<file path="config.mk">
export PLATFORM = sky130hd
export DESIGN_NAME = frame_pair_ctrl
export DESIGN_NICKNAME = d
export VERILOG_FILES = /design/src/rtl/frame_pair_ctrl.sv
export SDC_FILE = /design/constraint.sdc
export NUM_CORES = 1
export LEC_CHECK = 0
export CORE_ASPECT_RATIO = 0.9
export CORE_MARGIN = 5
export CORE_UTILIZATION = 60
export DETAILED_ROUTE_END_ITERATION = 16
export DONT_BUFFER_PORTS = 1
export PLACE_DENSITY = 0.78
export SLEW_MARGIN = 5
export SYNTH_ARGS = -nofsm -noshare
export SYNTH_HDL_FRONTEND = slang
export SYNTH_SLANG_ARGS = --single-unit
</file>
<file path="constraint.sdc">
create_clock -name clk -period 3.05 [get_ports clk]
set_clock_uncertainty 0.2 [all_clocks]
set_input_delay 0.1525 -clock clk [delete_from_list [all_inputs] [get_ports clk]]
set_output_delay 0.1525 -clock clk [all_outputs]
set_load 0.05 [all_outputs]
</file>
<file path="src/rtl/frame_pair_ctrl.sv">
// frame_pair_ctrl: buffers one frame of FRAME_LEN symbols in an external RAM, then
// streams it out as pairs (k, k+HALF) with a valid/ready handshake.
//   clk, rst                       : single clock, asynchronous active-high reset
//   in_valid/in_ready/in_data      : input symbol stream (accepted only while filling)
//   out_valid/out_ready            : output pair handshake
//   out_a/out_b/out_last           : symbols k and k+HALF, out_last marks k=HALF-1
//   frame_done                     : pulse on the handshake of the final pair
//   ram_addrc/ram_dinc/ram_wec     : RAM write port (RAM captures on negedge clk)
//   ram_addra/ram_addrb/ram_ena/enb: RAM read ports; ram_douta/doutb return 1 posedge later
module frame_pair_ctrl #(
    parameter int DSIZE     = 8,
    parameter int ASIZE     = 10,
    parameter int FRAME_LEN = 1024
) (
    input  logic             clk,
    input  logic             rst,
    input  logic             in_valid,
    output logic             in_ready,
    input  logic [DSIZE-1:0] in_data,
    output logic             out_valid,
    input  logic             out_ready,
    output logic [DSIZE-1:0] out_a,
    output logic [DSIZE-1:0] out_b,
    output logic             out_last,
    output logic             frame_done,
    output logic [ASIZE-1:0] ram_addrc,
    output logic [DSIZE-1:0] ram_dinc,
    output logic             ram_wec,
    output logic [ASIZE-1:0] ram_addra,
    output logic [ASIZE-1:0] ram_addrb,
    output logic             ram_ena,
    output logic             ram_enb,
    input  logic [DSIZE-1:0] ram_douta,
    input  logic [DSIZE-1:0] ram_doutb
);
    localparam int HALF = FRAME_LEN / 2;
    localparam logic [ASIZE-1:0] LAST_WR = ASIZE'(FRAME_LEN - 1);
    localparam logic [ASIZE-1:0] LAST_RD = ASIZE'(HALF - 1);
    localparam logic [ASIZE-1:0] HALF_A  = ASIZE'(HALF);
    typedef enum logic [1:0] {FILL, DRAIN, FLUSH} state_t;
    state_t           state;
    logic [ASIZE-1:0] wr_cnt;
    logic [ASIZE-1:0] rd_cnt;
    logic             accept;
    logic             issue;
    // rst gates in_ready so nothing is accepted or written while reset is held
    assign in_ready   = (state == FILL) & ~rst;
    assign accept     = in_valid & in_ready;
    assign ram_wec    = accept;
    assign ram_addrc  = wr_cnt;
    assign ram_dinc   = in_data;
    // a new read is launched whenever the output register is empty or being consumed
    assign issue      = (state == DRAIN) & (~out_valid | out_ready);
    assign ram_ena    = issue;
    assign ram_enb    = issue;
    assign ram_addra  = rd_cnt;
    assign ram_addrb  = rd_cnt + HALF_A;
    // RAM read registers act as the output data register; they hold while enables are low
    assign out_a      = ram_douta;
    assign out_b      = ram_doutb;
    assign frame_done = (state == FLUSH) & out_valid & out_ready & out_last;
    always_ff @(posedge clk or posedge rst) begin
        if (rst) begin
            state     <= FILL;
            wr_cnt    <= '0;
            rd_cnt    <= '0;
            out_valid <= 1'b0;
            out_last  <= 1'b0;
        end else begin
            out_valid <= issue | (out_valid & ~out_ready);
            if (issue) out_last <= (rd_cnt == LAST_RD);
            case (state)
                FILL: if (accept) begin
                    wr_cnt <= (wr_cnt == LAST_WR) ? '0 : wr_cnt + 1'b1;
                    if (wr_cnt == LAST_WR) begin
                        rd_cnt <= '0;
                        state  <= DRAIN;
                    end
                end
                DRAIN: if (issue) begin
                    rd_cnt <= rd_cnt + 1'b1;
                    if (rd_cnt == LAST_RD) state <= FLUSH;
                end
                FLUSH: if (frame_done) state <= FILL;
                default: state <= FILL;
            endcase
        end
    end
endmodule

</file>
# After elaboration in Yosys (flattened, before gate mapping)
# Cells that the tools add are included.
# Widths: inputs -> output; s select.
# totals
inputBits	28
ff_bits	24
wordCells	45
# classes
n_addsub	3
n_reduce_logical	5
n_eq_ne	9
n_mux	11
bitwise_logic	12
# op_table
operator	count
$mux 10	4
$add 10x1->10 const B	2
$pmux 10 s2	1
$add 10x10->10 const B	1
$eq 10x10->1 const B	1
$eq 10x9->1 const B	1
$mux 2	5
$and 1x1->1	7
$ne 2x2->1 const B	3
$pmux 2 s3	1
$reduce_and 5->1	1
$ne 2x1->1 const B	2
$reduce_and 4->1	1
$not 1->1	3
$eq 2x1->1 const B	1
$eq 2x2->1 const B	1
$logic_not 2->1	1
$or 1x1->1	2
$reduce_and 2->1	1
$reduce_bool 2->1	1

# Longest topological paths before layout
# logic_depth
word_depth	6
depth_mapped	7
depth_no_buf	6

# Least setup slack after synthesis
# OpenSTA, ideal clock, no wires.
# synth_path
path_type	reg2reg
start	register state[0]
end	register rd_cnt[2] (netlist: ram_addra[2])
stages_incl_launch_ff	8
arrival_ns	2.084
path_buffers	1
setup_time_ns	0.129
setup_slack_ns	0.637
required_ns	2.721
cell_sequence	dfrtp_1 > nor3_2 > nand2_2 > inv_2 > buf_4 > nand4_2 > a31oi_1 > o21ai_0
# synth_between
elab_chain_len	5
# synth_rtl
element	line_no	source
start: declaration	41	state_t state;
start signal: assignment	64	state <= FILL;
start signal: assignment	77	state <= DRAIN;
start signal: assignment	82	if (rd_cnt == LAST_RD) state <= FLUSH;
$logic_not 2->1	47	assign in_ready = (state == FILL) & ~rst;
$and 1x1->1	47	
net in_ready	18	output logic in_ready,
$and 1x1->1	48	assign accept = in_valid & in_ready;
net ram_wec	28	output logic ram_wec,
$ne 2x2->1 (no source line)	n/a	
$reduce_and 4->1 (no source line)	n/a	
end signal: assignment	81	rd_cnt <= rd_cnt + 1'b1;
end: declaration	43	logic [ASIZE-1:0] rd_cnt;
# The timed path passes the listed nets, and every way through them passes these cells.
# A chain may end at the register's enable or synchronous reset.

# Worst setup path in the final report
# layout_path
start	register out_valid
end	register rd_cnt[9] (netlist: ram_addra[9])
# layout_between
elab_chain_len	5
# layout_rtl
element	line_no	source
start: declaration	20	output logic out_valid,
start signal: assignment	70	out_valid <= issue | (out_valid & ~out_ready);
$not 1->1	53	assign issue = (state == DRAIN) & (~out_valid | out_ready);
$or 1x1->1	53	
$and 1x1->1	53	
net ram_ena	31	output logic ram_ena,
$ne 2x2->1 (no source line)	n/a	
$reduce_and 4->1 (no source line)	n/a	
# The timed path passes the listed nets, and every way through them passes these cells.

==> flow_summary.yaml <==
outcome:
  status: "finished, final reports clean"
setup_path:
  crit_arrival_ps: 2540
  rr_worst_depth: 5
  cp-end-kind: "flop"
  critical_path_class: "reg2reg"
  cp.required_ps: 3060
  path_max_fanout: 11
  cp_slowest_cell: "dfrtp_1"
  slowest_delay_ps: 590
  worstSetupStartpointType: "flop"
  cp_cell_sequence: "nor2b_1 > or2_2 > inv_2 > nor2_2 > a211o_1"
drt:
  drcViolationCount: 0
  drt-total-wl_mm: 3.26
  post_drt_wl_per_cell_um: 18.5
  m1WireLength_mm: 1.38
  vias_per_cell: 6.44
  ant_nets: 0
  wl_met3_um: 292
  firstDrtPassIters: 4
  top_layer: "met4"
  routed-wl-met2_mm: 1.50
  drt_iter0_drc: 49
  vias: 1133
sta:
  slew_viol_final: 0
  rsz0062_at_grt: "no"
  timing.final.ws_setup_ps: 519
  finalCriticalPeriod_ps: 2530
  period_share_pct: 83.0
  setup-tns-final_ps: 0
  hold_slack_ps: 72.0
  hold_viol_final: 0
  setup_viol: 0
  fmax_mhz: 395
  relSlewSlack_pct: 40.4
  worst_slew_pin_slew_ps: 892
clock_network:
  cts_hold_buffers: 3
  cts.path.max_buffers: 2
  cts_resized: 0
  path_clk_slew_ps: 130
  cts_tree: "built"
  cts.sinks: 24
  cts-root-buf: "clkbuf_4"
  cts_made_buffers: 3
  htree_num_levels: 1
  worstSkewPairLatency_ps: 320
  cts_setup_buffers: 0
synth:
  synth_common_cells: "buf_4, dfrtp_1, nand2_1"
  synth_flop_cell: "dfrtp_1"
  synth_warnings: 0
  netlist_area_sq_um: 1530
  yosys.area.top_type_share_pct: 39.4
  syn_nets: 192
  yosys-top-cells-area: "dfrtp_1, buf_4, nand2_1"
  synthCells: 162
  synth_area_leader_cell: "dfrtp_1"
  synth_edf_count: 0
  yosysSeqAreaShare_pct: 39.4
  yosysMostFrequentCell: "buf_4"
  ys_ff_latch: 24
  synth_cell_types: 45
  async_flop_share_pct: 100
  syn_avg_cell_area_sq_um: 9.41
floorplanning:
  ios: 89
  dieArea_sq_um: 3650
  row_count: 17
  initial_core_util_pct: 62.4
  placeableCoreArea_sq_um: 2450
  die_w_um: 63.1
  die_h_um: 57.8
placement:
  routabilityCongestion: 0.849
  place_ws_ps: 541
  io_buffers: 0
  dp_hpwl_mm: 2.44
grt:
  grt_start_max_net_pins: 25
  grt_usage_pct: 18.5
  antenna_found_initial: 0
  grt_pass1_vias: 1099
  overflow: 0
  grt_pass1_wl_mm: 5.48
power:
  vdd_drop_max_mv: 0.757
  p_leak_uw: 0.000684
  powerDensity_nw_per_um2: 961
layout:
  num_antenna_cells: 0
  drive_above_1_share_pct: 20.9
  fillCellCount: 223
  synthToLayoutAreaGrowth_pct: -2.95
  seq_area_sq_um: 601
  multi_input_area_sq_um: 639
  layout.nets: 179
min_path:
  hold_class: "in2reg"
  min_path_cells: 4
run:
  cap_violations: 0
==> through the flow <==
step | cells | cell area (sq um) | power [uW] | utilization, %
6_report | 176 | 1480 | 1420 | 60.5
5_1_grt | 176 | 1480 | 1490 | 60.5
4_1_cts | 176 | 1480 | 1420 | 60.5
3_5_place_dp | 169 | 1410 | 1260 | 57.8
3_3_place_gp | 169 | 1410 | 1240 | 57.8
2_1_floorplan | 162 | 1530 | 1250 | -
==> per-layer routing <==
layer | GRT usage, % | vias up
li1 | - | 517
met1 | 23.3 | 545
met2 | 29.6 | 53
met3 | 5.81 | 18
met4 | 7.58 | 0
met5 | 0 | -
==> critical path, delay by kind of cell (launching register included) <==
family	cells	cell delay, ps
AOI/OAI and AO/OA	1	330
DFF	1	590
and+or+nand+nor	3	850
buffers and inverters	1	450
==> path summary, 6_finish.rpt <==
path | slack, ps | end | startpoint
worst max-delay path | 520 | ram_addra[9] | out_valid
worst min-delay path | 70 | state[0] | rst
worst max register to register | 520 | ram_addra[9] | out_valid
worst min register to register | 390 | ram_addra[0] | ram_addra[0]
max in group asynchronous | 1840 | ram_addra[8] | rst
min in group asynchronous | 270 | ram_addrc[9] | rst
==> cells in the final DEF (no fill, tap or decap), types with 2 or more instances in the layout <==
master,n
dfrtp_1,24
nand2_1,16
buf_4,16
nand3_1,8
o21ai_0,7
and3_1,5
nor4_1,5
xnor2_1,4
and4_1,3
nand4_1,3
inv_1,3
a22o_1,3
a211o_1,3
clkbuf_4,3
dlygate4sd3_1,3
inv_2,2
xor2_1,2
nor2_1,2
o211ai_1,2
a31oi_1,2
a21o_1,2
o211a_1,2
nand3b_1,2
nor3_1,2
a21oi_1,2
ha_1,2
==> report_power, final <==
group          switching, uW  internal (uW)  total [uW]
sequential               112            381         492
clock                   96.4           73.0         169
combinational            579            182         760
==> area by class of cell <==
type                    instances  area share [%]
well taps                      28            2.37
multi-input cells              96            43.2
flip-flops and latches         24            40.6
repair buffers                 19            10.1
clock buffers                   4            2.45
inverters                       5            1.27
==> registers in the layout, summed over array words and instances (netlist names) <==
name	cells
out_last	1
ram_addrc	10
ram_addra	10
out_valid	1
state	2
==> cell families after synthesis <==
kind of cell / synth area share [%]
simple gates: 24.0
buf+inv: 19.0
compound gates: 12.5
flops: 39.4
xor+xnor: 3.45
fa+ha+maj: 1.64
(Power assumes the default switching activity.)
